$ cat config.mk
export PLATFORM = sky130hd
export DESIGN_NAME = wb_stage_pipe
export DESIGN_NICKNAME = d
export VERILOG_FILES = /design/src/rtl/wb_stage_pipe.sv
export SDC_FILE = /design/constraint.sdc
export NUM_CORES = 1
export LEC_CHECK = 0
export BUFFER_PORTS_ARGS = -buffer_cell sky130_fd_sc_hd__buf_2
export CAP_MARGIN = 20
export CORE_ASPECT_RATIO = 1.4
export CORE_UTILIZATION = 30
export DETAILED_ROUTE_END_ITERATION = 16
export SLEW_MARGIN = 10
export SYNTH_ARGS = -nofsm -noshare
export SYNTH_HDL_FRONTEND = slang
export SYNTH_SLANG_ARGS = --single-unit
$ cat constraint.sdc
create_clock -name clk -period 4.18 [get_ports clk]
set_clock_uncertainty 0.1 [all_clocks]
set_input_delay 0.627 -clock clk [delete_from_list [all_inputs] [get_ports clk]]
set_output_delay 0.627 -clock clk [all_outputs]
set_load 0.005 [all_outputs]
$ cat src/rtl/wb_stage_pipe.sv
// Writeback stage: one-entry pipeline register between the upstream
// handshake and the register-file write port, with load extension,
// exception reporting and a retired-instruction counter.
//
// Ports:
//   clk, rst_n                 clock, async active-low reset
//   in_valid / in_ready        upstream handshake
//   in_sel, in_funct3, in_rd   writeback source, load type, destination
//   in_alu .. in_pcoff         source operands (in_alu[1:0] = load offset)
//   hold                       downstream stall
//   rf_we/rf_waddr/rf_wdata    register-file write port
//   fwd_valid/fwd_rd/fwd_data  forwarding of the held entry
//   exc_misalign/exc_illegal   exception pulses, exc_addr = faulting addr
//   instret                    retired-instruction counter
module wb_stage_pipe #(
    parameter int XLEN = 32,
    parameter int NREG = 32,
    localparam int RW = $clog2(NREG)
) (
    input  logic            clk,
    input  logic            rst_n,
    input  logic            in_valid,
    output logic            in_ready,
    input  logic [2:0]      in_sel,
    input  logic [XLEN-1:0] in_alu,
    input  logic [XLEN-1:0] in_mem,
    input  logic [XLEN-1:0] in_ret,
    input  logic [XLEN-1:0] in_imm,
    input  logic [XLEN-1:0] in_pcoff,
    input  logic [2:0]      in_funct3,
    input  logic [RW-1:0]   in_rd,
    input  logic            hold,
    output logic            rf_we,
    output logic [RW-1:0]   rf_waddr,
    output logic [XLEN-1:0] rf_wdata,
    output logic            fwd_valid,
    output logic [RW-1:0]   fwd_rd,
    output logic [XLEN-1:0] fwd_data,
    output logic            exc_misalign,
    output logic            exc_illegal,
    output logic [XLEN-1:0] exc_addr,
    output logic [63:0]     instret
);

    logic            valid_q;
    logic [XLEN-1:0] res_q;
    logic [RW-1:0]   rd_q;
    logic [2:0]      sel_q;
    logic [2:0]      f3_q;
    logic [1:0]      off_q;
    logic [XLEN-1:0] alu_q;
    logic [63:0]     instret_q;

    logic            xfer;
    logic            retire;
    logic [XLEN-1:0] shifted;
    logic [XLEN-1:0] load_val;
    logic [XLEN-1:0] result;
    logic            is_load_q;
    logic            illegal_q;
    logic            misal_q;
    logic            exc_q;

    assign in_ready = !valid_q || !hold;
    assign xfer     = in_valid && in_ready;
    assign retire   = valid_q && !hold;

    // Byte offset selects the addressed lane of the memory word.
    assign shifted = in_mem >> {in_alu[1:0], 3'b000};

    always_comb begin
        load_val = '0;
        case (in_funct3)
            3'b000:  load_val = XLEN'($signed(shifted[7:0]));
            3'b001:  load_val = XLEN'($signed(shifted[15:0]));
            3'b010:  load_val = XLEN'($signed(shifted[31:0]));
            3'b100:  load_val = XLEN'(shifted[7:0]);
            3'b101:  load_val = XLEN'(shifted[15:0]);
            default: load_val = '0;
        endcase
    end

    always_comb begin
        result = '0;
        case (in_sel)
            3'd0:    result = in_alu;
            3'd1:    result = load_val;
            3'd2:    result = in_ret;
            3'd3:    result = in_imm;
            3'd4:    result = in_pcoff;
            default: result = '0;
        endcase
    end

    always_ff @(posedge clk or negedge rst_n) begin
        if (!rst_n) begin
            valid_q <= 1'b0;
            res_q   <= '0;
            rd_q    <= '0;
            sel_q   <= '0;
            f3_q    <= '0;
            off_q   <= '0;
            alu_q   <= '0;
        end else if (xfer) begin
            valid_q <= 1'b1;
            res_q   <= result;
            rd_q    <= in_rd;
            sel_q   <= in_sel;
            f3_q    <= in_funct3;
            off_q   <= in_alu[1:0];
            alu_q   <= in_alu;
        end else if (retire) begin
            valid_q <= 1'b0;
        end
    end

    // Exception classification is derived from the captured fields;
    // illegal takes priority so misalign is masked by it.
    assign is_load_q = (sel_q == 3'd1);
    assign illegal_q = (sel_q > 3'd4) ||
                       (is_load_q && (f3_q == 3'b011 || f3_q[2:1] == 2'b11));
    assign misal_q   = is_load_q && !illegal_q &&
                       ((f3_q[1:0] == 2'b01 && off_q[0]) ||
                        (f3_q == 3'b010 && off_q != 2'b00));
    assign exc_q     = illegal_q || misal_q;

    assign rf_we        = retire && !exc_q && (rd_q != '0);
    assign rf_waddr     = rd_q;
    assign rf_wdata     = res_q;
    assign fwd_valid    = valid_q && !exc_q && (rd_q != '0);
    assign fwd_rd       = rd_q;
    assign fwd_data     = res_q;
    assign exc_misalign = retire && misal_q;
    assign exc_illegal  = retire && illegal_q;
    assign exc_addr     = exc_misalign ? alu_q : '0;
    assign instret      = instret_q;

    always_ff @(posedge clk or negedge rst_n) begin
        if (!rst_n) begin
            instret_q <= '0;
        end else if (retire && !exc_q) begin
            instret_q <= instret_q + 64'd1;
        end
    end

endmodule

==> summary.txt, run 1 <==
Outcome
  • Status: complete, no violations

Clock network
  • Post-CTS sizing: 0
  • H-tree Lvls: 4
  • TritonCTS clock tree: built
  • Hold-fix buffers at CTS: 0
  • Clock Sinks: 140
  • Cts bufs inserted: 17
  • Postcts setup bufs: 0
  • Worst-Skew Late Latency: 0.42 ns
  • Max clock buf depth: 2
  • Root Buffer: clkbuf_16
  • Clock slew at reported path FFs: 0.06 ns

Setup path
  • Reg2reg path depth: 5
  • Reg-to-reg startpoint: instret[0]
  • Critical path origin: sel_q[2]
  • Crit path to: exc_addr[12]
  • CP startpoint kind: register
  • Flop2flop setup slack: 1.72 ns
  • Crit path kind: reg2out
  • Crit path max fanout: 33
  • Crit path DAT: 2.24 ns
  • Crit path required time: 3.45 ns
  • End of the worst register-to-register path: instret[62]
  • Crit end category: output port

Power and ir drop
  • Clock network power share: 0.396
  • Share of total power in sequential cells: 0.415
  • IR Drop Worst-Case VDD: 0.239 mV
  • Psw: 1.21 mW
  • Pleak: 5.56 nW
  • Comb power frac: 0.189
  • Switching part of the total: 0.311
  • P_int: 2.67 mW
  • Pwr/cell area: 360 nW/um^2

Yosys
  • Yosys cell types: 56
  • Seq/Total Area, Yosys: 0.419
  • Yosys top cell by area: dfrtp_1
  • Seq cells post-synth: 140
  • Mapped Area: 8350 um^2
  • Post-synth EDFFs: 0
  • Syn_area_per_cell: 9.01 um^2
  • Syn Inst Count: 927
  • Synth top area share: 0.419
  • Synth Flop Type: dfrtp_1
  • Yosys warns: 0
  • Biggest area contributors in the synthesized netlist: dfrtp_1 42%, nand2_1 9.5%, mux2i_1 7.3%
  • Async S/R FF share, synth: 1.00
  • Post-Syn Nets: 1,103

Global routing
  • Vias in the first global route: 7,984
  • First-pass GRT wire length: 47,000 um
  • GRT Total Usage: 0.224
  • Initial antenna violation count: 3
  • Largest net degree at the start of global routing: 92
  • GRT overflow: 0

Timing
  • Endpoints failing hold: 0
  • Setup violations, final: 0
  • Fin worst setup slack: 1.21 ns
  • Minimum clock period: 2.97 ns
  • Peak Freq: 0.337 GHz
  • Worst rel slew slack: 0.292
  • Final slew viol count: 0
  • Fin Setup TNS: 0 ns
  • Final period utilization: 0.710
  • RSZ-0062 raised after global routing: no
  • WHS: 0.195 ns
  • Worst Tran Pin Value: 1.05 ns

Floorplanning
  • Die X: 143 um
  • Rows: 71
  • Initial Util: 0.308
  • Core Region: 27,100 um^2
  • IO Count: 350
  • Chip Height: 199 um
  • Die ar.: 28,500 um^2

Job
  • Max-capacitance violation count: 0

Route
  • DRT iter0 DRCs: 513
  • DR pass1 iterations: 5
  • DRC violations left: 0
  • Total number of vias: 8,232
  • Routed WL: 32,200 um
  • DR WL/cell: 20.2 um
  • Vias/cell: 5.17
  • Post-route ant nets: 0

Place
  • Dpl ws: 1.01 ns
  • Placer Congestion: 0.919
  • I/O Buffers: 349
  • Dpl hpwl: 24,600 um

Min path
  • Worst Hold Class: in2async

Layout
  • Total Nets Final: 1,391
  • Synth-to-layout area growth: 28.8%
  • Layout cells sized above 1: 0.350
  • Filler cells: 2,776
critical path, cell delays in order (launching register included):
cell and delay, ns:
dfrtp_1 0.46, nor3b_4 0.26, nand2_1 0.16, a211oi_4 0.23, buf_4 0.36, and2_1 0.22, buf_2 0.12
how the worst min path moves through the flow:
stage	from	endpoint	slack [ns]	cells after the start
2_1_floorplan	rst_n	alu_q[10]	0.23	0
3_3_place_gp	alu_q[18]	alu_q[18]	0.35	2
3_5_place_dp	alu_q[6]	alu_q[6]	0.35	2
4_1_cts	rst_n	instret[26]	0.23	1
5_1_grt	rst_n	instret[41]	0.26	1
6_report	rst_n	instret[41]	0.19	1
cells in the final DEF (no fill, tap or decap), types with 10 or more instances in the layout:
cell type	Yosys	layout
buf_2	14	348
nand2_1	212	211
dfrtp_1	140	140
mux2i_1	61	61
o21ai_0	52	52
and2_1	37	36
a21oi_1	35	35
xnor2_1	35	35
nand4_1	31	31
nand3_1	28	28
xor2_1	28	28
o221ai_1	22	22
clkbuf_16	0	17
and3_1	16	16
nor4_1	16	16
a22oi_1	15	15
nor2_1	14	14
mux2_2	12	12
o22ai_1	10	10
nor3_1	10	10
buf_4	37	10
state kept, by name, summed over array words and instances, names as in the netlist:
signal	cells
instret	64
fwd_rd	5
fwd_data	32
f3_q	3
valid_q	1
sel_q	3
alu_q	31
off_q	1
power by group through the flow:
stage                     clock (mW)  combinational, mW  sequential (mW)
after floorplan                    0              0.415             1.59
after global placement             0              0.722             1.63
after detailed placement           0              0.731             1.63
after CTS                       1.57              0.731             1.61
after global routing            1.62              0.803             1.63
final                           1.54              0.732             1.61
stage by stage:
stage | util | total power [mW] | std cells | instance area, um^2
finish | 0.397 | 3.88 | 1593 | 10800
global route | 0.397 | 4.05 | 1593 | 10800
CTS | 0.397 | 3.91 | 1591 | 10700
detailed placement | 0.375 | 2.36 | 1560 | 10200
global placement | 0.375 | 2.35 | 1559 | 10200
floorplan | - | 2.00 | 927 | 8350
Yosys cell counts (22+ instances only):
| cell | count |
|---|---|
| a21oi_1 | 35 |
| and2_1 | 37 |
| buf_4 | 37 |
| clkbuf_1 | 35 |
| dfrtp_1 | 140 |
| mux2i_1 | 61 |
| nand2_1 | 212 |
| nand3_1 | 28 |
| nand4_1 | 31 |
| o21ai_0 | 52 |
| o221ai_1 | 22 |
| xnor2_1 | 35 |
| xor2_1 | 28 |
final cells by class:
cell class / count / area (um^2) / area share
Tap cell: 365 / 457 / 0.0424
Timing Repair Buffer: 362 / 1870 / 0.174
Sequential cell: 140 / 3500 / 0.326
Clock inverter: 13 / 141 / 0.0131
Antenna cell: 1 / 2.50 / 0.000233
Clock buffer: 18 / 439 / 0.0408
Multi-Input combinational cell: 691 / 4330 / 0.403
Inverter: 3 / 11.3 / 0.00105
logic make-up after synthesis:
kind of cell / Yosys count / synth area share
xor+xnor: 63 / 0.0661
fa+ha+maj: 1 / 0.00150
mux: 74 / 0.0920
simple gates: 399 / 0.238
buf+inv: 96 / 0.0637
flops: 140 / 0.419
compound gates: 154 / 0.120
routing by layer:
metal | vias up | GRT usage | wire length [um]
met5 | - | 0 | 13
met1 | 3941 | 0.251 | 12100
li1 | 3805 | - | -
met2 | 420 | 0.396 | 16300
met3 | 64 | 0.0467 | 2290
met4 | 2 | 0.117 | 1490
(Power assumes the default switching activity.)
==> run 2: changes to the inputs <==
--- a/config.mk
+++ b/config.mk
@@ -5,6 +5,7 @@
 export SDC_FILE = /design/constraint.sdc
 export NUM_CORES = 1
 export LEC_CHECK = 0
+export ABC_AREA = 1
 export BUFFER_PORTS_ARGS = -buffer_cell sky130_fd_sc_hd__buf_2
 export CAP_MARGIN = 20
 export CORE_ASPECT_RATIO = 1.4
==> constraint.sdc (replaced) <==
create_clock -name clk -period 2.6 [get_ports clk]
set_clock_uncertainty 0.1 [all_clocks]
set_input_delay 0.39 -clock clk [delete_from_list [all_inputs] [get_ports clk]]
set_output_delay 0.39 -clock clk [all_outputs]
set_load 0.005 [all_outputs]
==> summary.txt, run 2 <==
Floorplanning
  • Chip Height: 214 um (+7.2%)
  • Core Region: 31,600 um^2 (+17%)
  • Initial Util: 0.304 (-0.00389)
  • Rows: 77 (+8.5%)
  • Die X: 153 um (+7.2%)
  • IO Count: 350 (unchanged)
  • Die ar.: 32,800 um^2 (+15%)

Clock network
  • Max clock buf depth: 2 (unchanged)
  • Clock slew at reported path FFs: 0.06 ns (about the same)
  • Worst-Skew Late Latency: 0.44 ns (+0.02 ns)
  • H-tree Lvls: 4 (unchanged)
  • Root Buffer: clkbuf_16
  • Cts bufs inserted: 17 (unchanged)
  • TritonCTS clock tree: built
  • Clock Sinks: 140 (unchanged)

Yosys
  • Seq cells post-synth: 140 (unchanged)
  • Yosys top cell by area: dfrtp_1
  • Yosys warns: 0 (unchanged)
  • Most frequent cell after synthesis: nand2_1
  • Synth top cells by count: 550 x nand2_1, 199 x nor2_1, 159 x inv_1
  • Yosys cell types: 34 (-39%)
  • Synth Flop Type: dfrtp_1
  • Seq/Total Area, Yosys: 0.364 (-0.0552)
  • Mapped Area: 9620 um^2 (+15%)
  • Synth top area share: 0.364 (-0.0552)
  • Post-Syn Nets: 1,691 (+53%)
  • Syn Inst Count: 1,515 (+63%)
  • Async S/R FF share, synth: 1.00 (unchanged)
  • Biggest area contributors in the synthesized netlist: dfrtp_1 36%, nand2_1 21%, nor2_1 7.8%
  • Syn_area_per_cell: 6.35 um^2 (-30%)
  • Post-synth EDFFs: 0 (unchanged)

Power and ir drop
  • Pleak: 6.47 nW (+16%)
  • Tot Pwr: 6.86 mW (+77%)
  • Psw: 2.41 mW (+100%)
  • Share of total power in sequential cells: 0.424 (+0.009)
  • Switching part of the total: 0.351 (+0.0403)
  • Comb power frac: 0.236 (+0.047)
  • IR Drop Worst-Case VDD: 0.349 mV (+46%)
  • Pwr/cell area: 566 nW/um^2 (+57%)
  • Clock network power share: 0.340 (-0.056)
  • P_int: 4.45 mW (+67%)

Layout
  • Synth-to-layout area growth: 26.0%
  • Final Instance Area: 12,100 um^2 (+13%)
  • Total Nets Final: 1,984 (+43%)
  • Finished Core Util: 0.383 (-0.0138)
  • Most frequent cells in the layout: 549 x nand2_1, 348 x buf_2, 189 x nor2_1
  • Filler cells: 3,525 (+27%)
  • Layout cells sized above 1: 0.240 (-0.110)
  • Flip-flop count of the largest register after layout: 64 (unchanged)
  • Commonest non-fill, non-tap cell in the layout: nand2_1

Setup path
  • Crit-path max cell delay: 0.40 ns (-0.06 ns)
  • CP max-delay cell: dfrtp_1
  • CP Cell Sequence: nor2_1 -> nor2_1 -> nor2_1 -> nand3_2 -> nor2_2 -> inv_1 -> buf_6 -> nor2_1 -> buf_2
  • CP startpoint kind: register
  • Bufs and invs on worst path: 3 (+1)
  • Reg-to-reg startpoint: f3_q[0]
  • Crit path max fanout: 32 (-3.0%)
  • Crit path kind: reg2out
  • Top cell family by delay on the critical path: simple AND/OR/NAND/NOR gates
  • Crit path DAT: 1.98 ns (-0.26 ns)
  • Critical path origin: f3_q[0]
  • Crit path required time: 2.11 ns (-1.34 ns)
  • Most Frequent Cell on Critical Path: nor2_1
  • Crit end category: output port

Place
  • Dpl hpwl: 31,100 um (+27%)
  • I/O Buffers: 349 (unchanged)
  • Dpl ws: 0.370 ns (-0.643 ns)
  • Placed cell area: 11,500 um^2 (+13%)
  • Placer Congestion: 0.989 (+7.6%)

Global routing
  • Busiest grt layer: met2
  • Initial antenna violation count: 3 (unchanged)
  • M2 GR Usage: 0.426 (+0.0304)
  • GR met3 Demand/Resource: 0.0479 (+0.00117)
  • Largest net degree at the start of global routing: 75 (-18%)
  • GRT Total Usage: 0.239 (+0.0151)
  • Vias in the first global route: 10,595 (+33%)
  • GRT overflow: 0 (unchanged)
  • First-pass GRT wire length: 58,700 um (+25%)
  • GR Layer Usage met1: 0.249 (-0.00181)

Timing
  • Final period utilization: 0.950
  • Worst Tran Pin Value: 0.910 ns (-0.142 ns)
  • Fin worst setup slack: 0.131 ns (-1.08 ns)
  • Minimum clock period: 2.47 ns
  • Worst rel slew slack: 0.391 (+0.0987)
  • Final slew viol count: 0 (unchanged)
  • Setup violations, final: 0 (unchanged)
  • Peak Freq: 0.405 GHz
  • Endpoints failing hold: 0 (unchanged)

Route
  • Post-route ant nets: 0 (unchanged)
  • DR WL/cell: 17.6 um (-13%)
  • Routed WL: 39,000 um (+21%)
  • DRT iter0 DRCs: 684 (+33%)
  • DRC violations left: 0 (unchanged)
  • DR pass1 iterations: 5 (unchanged)
  • Vias/cell: 4.88 (-5.6%)
  • Total number of vias: 10,818 (+31%)

Outcome
  • Status: complete, no violations

Min path
  • Worst hold start: in_rd[4]
  • Worst Hold Class: in2reg

Job
  • Max-capacitance violation count: 0 (unchanged)
-- run 2: layout make-up --
cell class,count,area [um^2],share of cell area
clock buffer,21,470,0.0388
clock inverter,11,82.6,0.00682
timing repair buffer,370,1980,0.163
antenna,2,5.00,0.000413
sequential,140,3500,0.289
inverter,163,614,0.0507
tap,395,494,0.0408
multi-input combinational,1116,4970,0.410
-- run 2: repair_timing --
action / CTS / global route
resized for setup: 6 / 4
hold endpoints to repair: 54 / 0
setup endpoints to repair: 16 / 24
hold buffers: 1 / 0
setup buffers: 0 / 1
pin swaps: 1 / 0
-- run 2: worst min-delay path, stage by stage --
cell     delay (ns)
buf_2          0.07
nand2_1        0.04
nand2_1        0.04
-- run 2: power groups by stage --
stage | registers [mW] | clock network (mW) | logic (mW)
6_report | 2.91 | 2.33 | 1.62
5_1_grt | 2.95 | 2.49 | 1.83
4_1_cts | 2.90 | 2.43 | 1.63
3_5_place_dp | 2.94 | 0 | 1.62
3_3_place_gp | 2.93 | 0 | 1.60
2_1_floorplan | 2.81 | 0 | 0.925
-- run 2: cell families after synthesis --
logic type | share of synthesized area
AND/OR/NAND/NOR | 0.393
buffers and inverters | 0.123
AO/OA/AOI/OAI | 0.0918
flip-flops | 0.364
XOR/XNOR | 0.0273
adder cells (fa/ha/maj) | 0.00130
-- run 2: final timing paths --
kind / depth (start not counted) / to / slack [ns]
min in group asynchronous: 2 / instret[36] / 0.42
max in group asynchronous: 3 / sel_q[2] / 1.32
worst max register to register: 9 / instret[17] / 0.47
worst min-delay path: 3 / fwd_rd[4] / 0.05
worst min register to register: 2 / alu_q[21] / 0.38
worst max-delay path: 9 / exc_addr[10] / 0.13
-- run 2: per-layer routing --
layer,up-vias,wire [um]
met4,0,2800
li1,5285,-
met2,478,19600
met3,114,2660
met1,4941,14000
met5,-,0
-- run 2: through the flow --
step / hold WS, ns / TNS (ns) / cells
after floorplan: -0.00559 / 0 / 1515
after global routing: 0.0431 / -0.0604 / 2217
after CTS: 0.0211 / 0 / 2215
final: 0.0499 / 0 / 2218
after global placement: 0.329 / 0 / 2182
after detailed placement: 0.324 / 0 / 2182
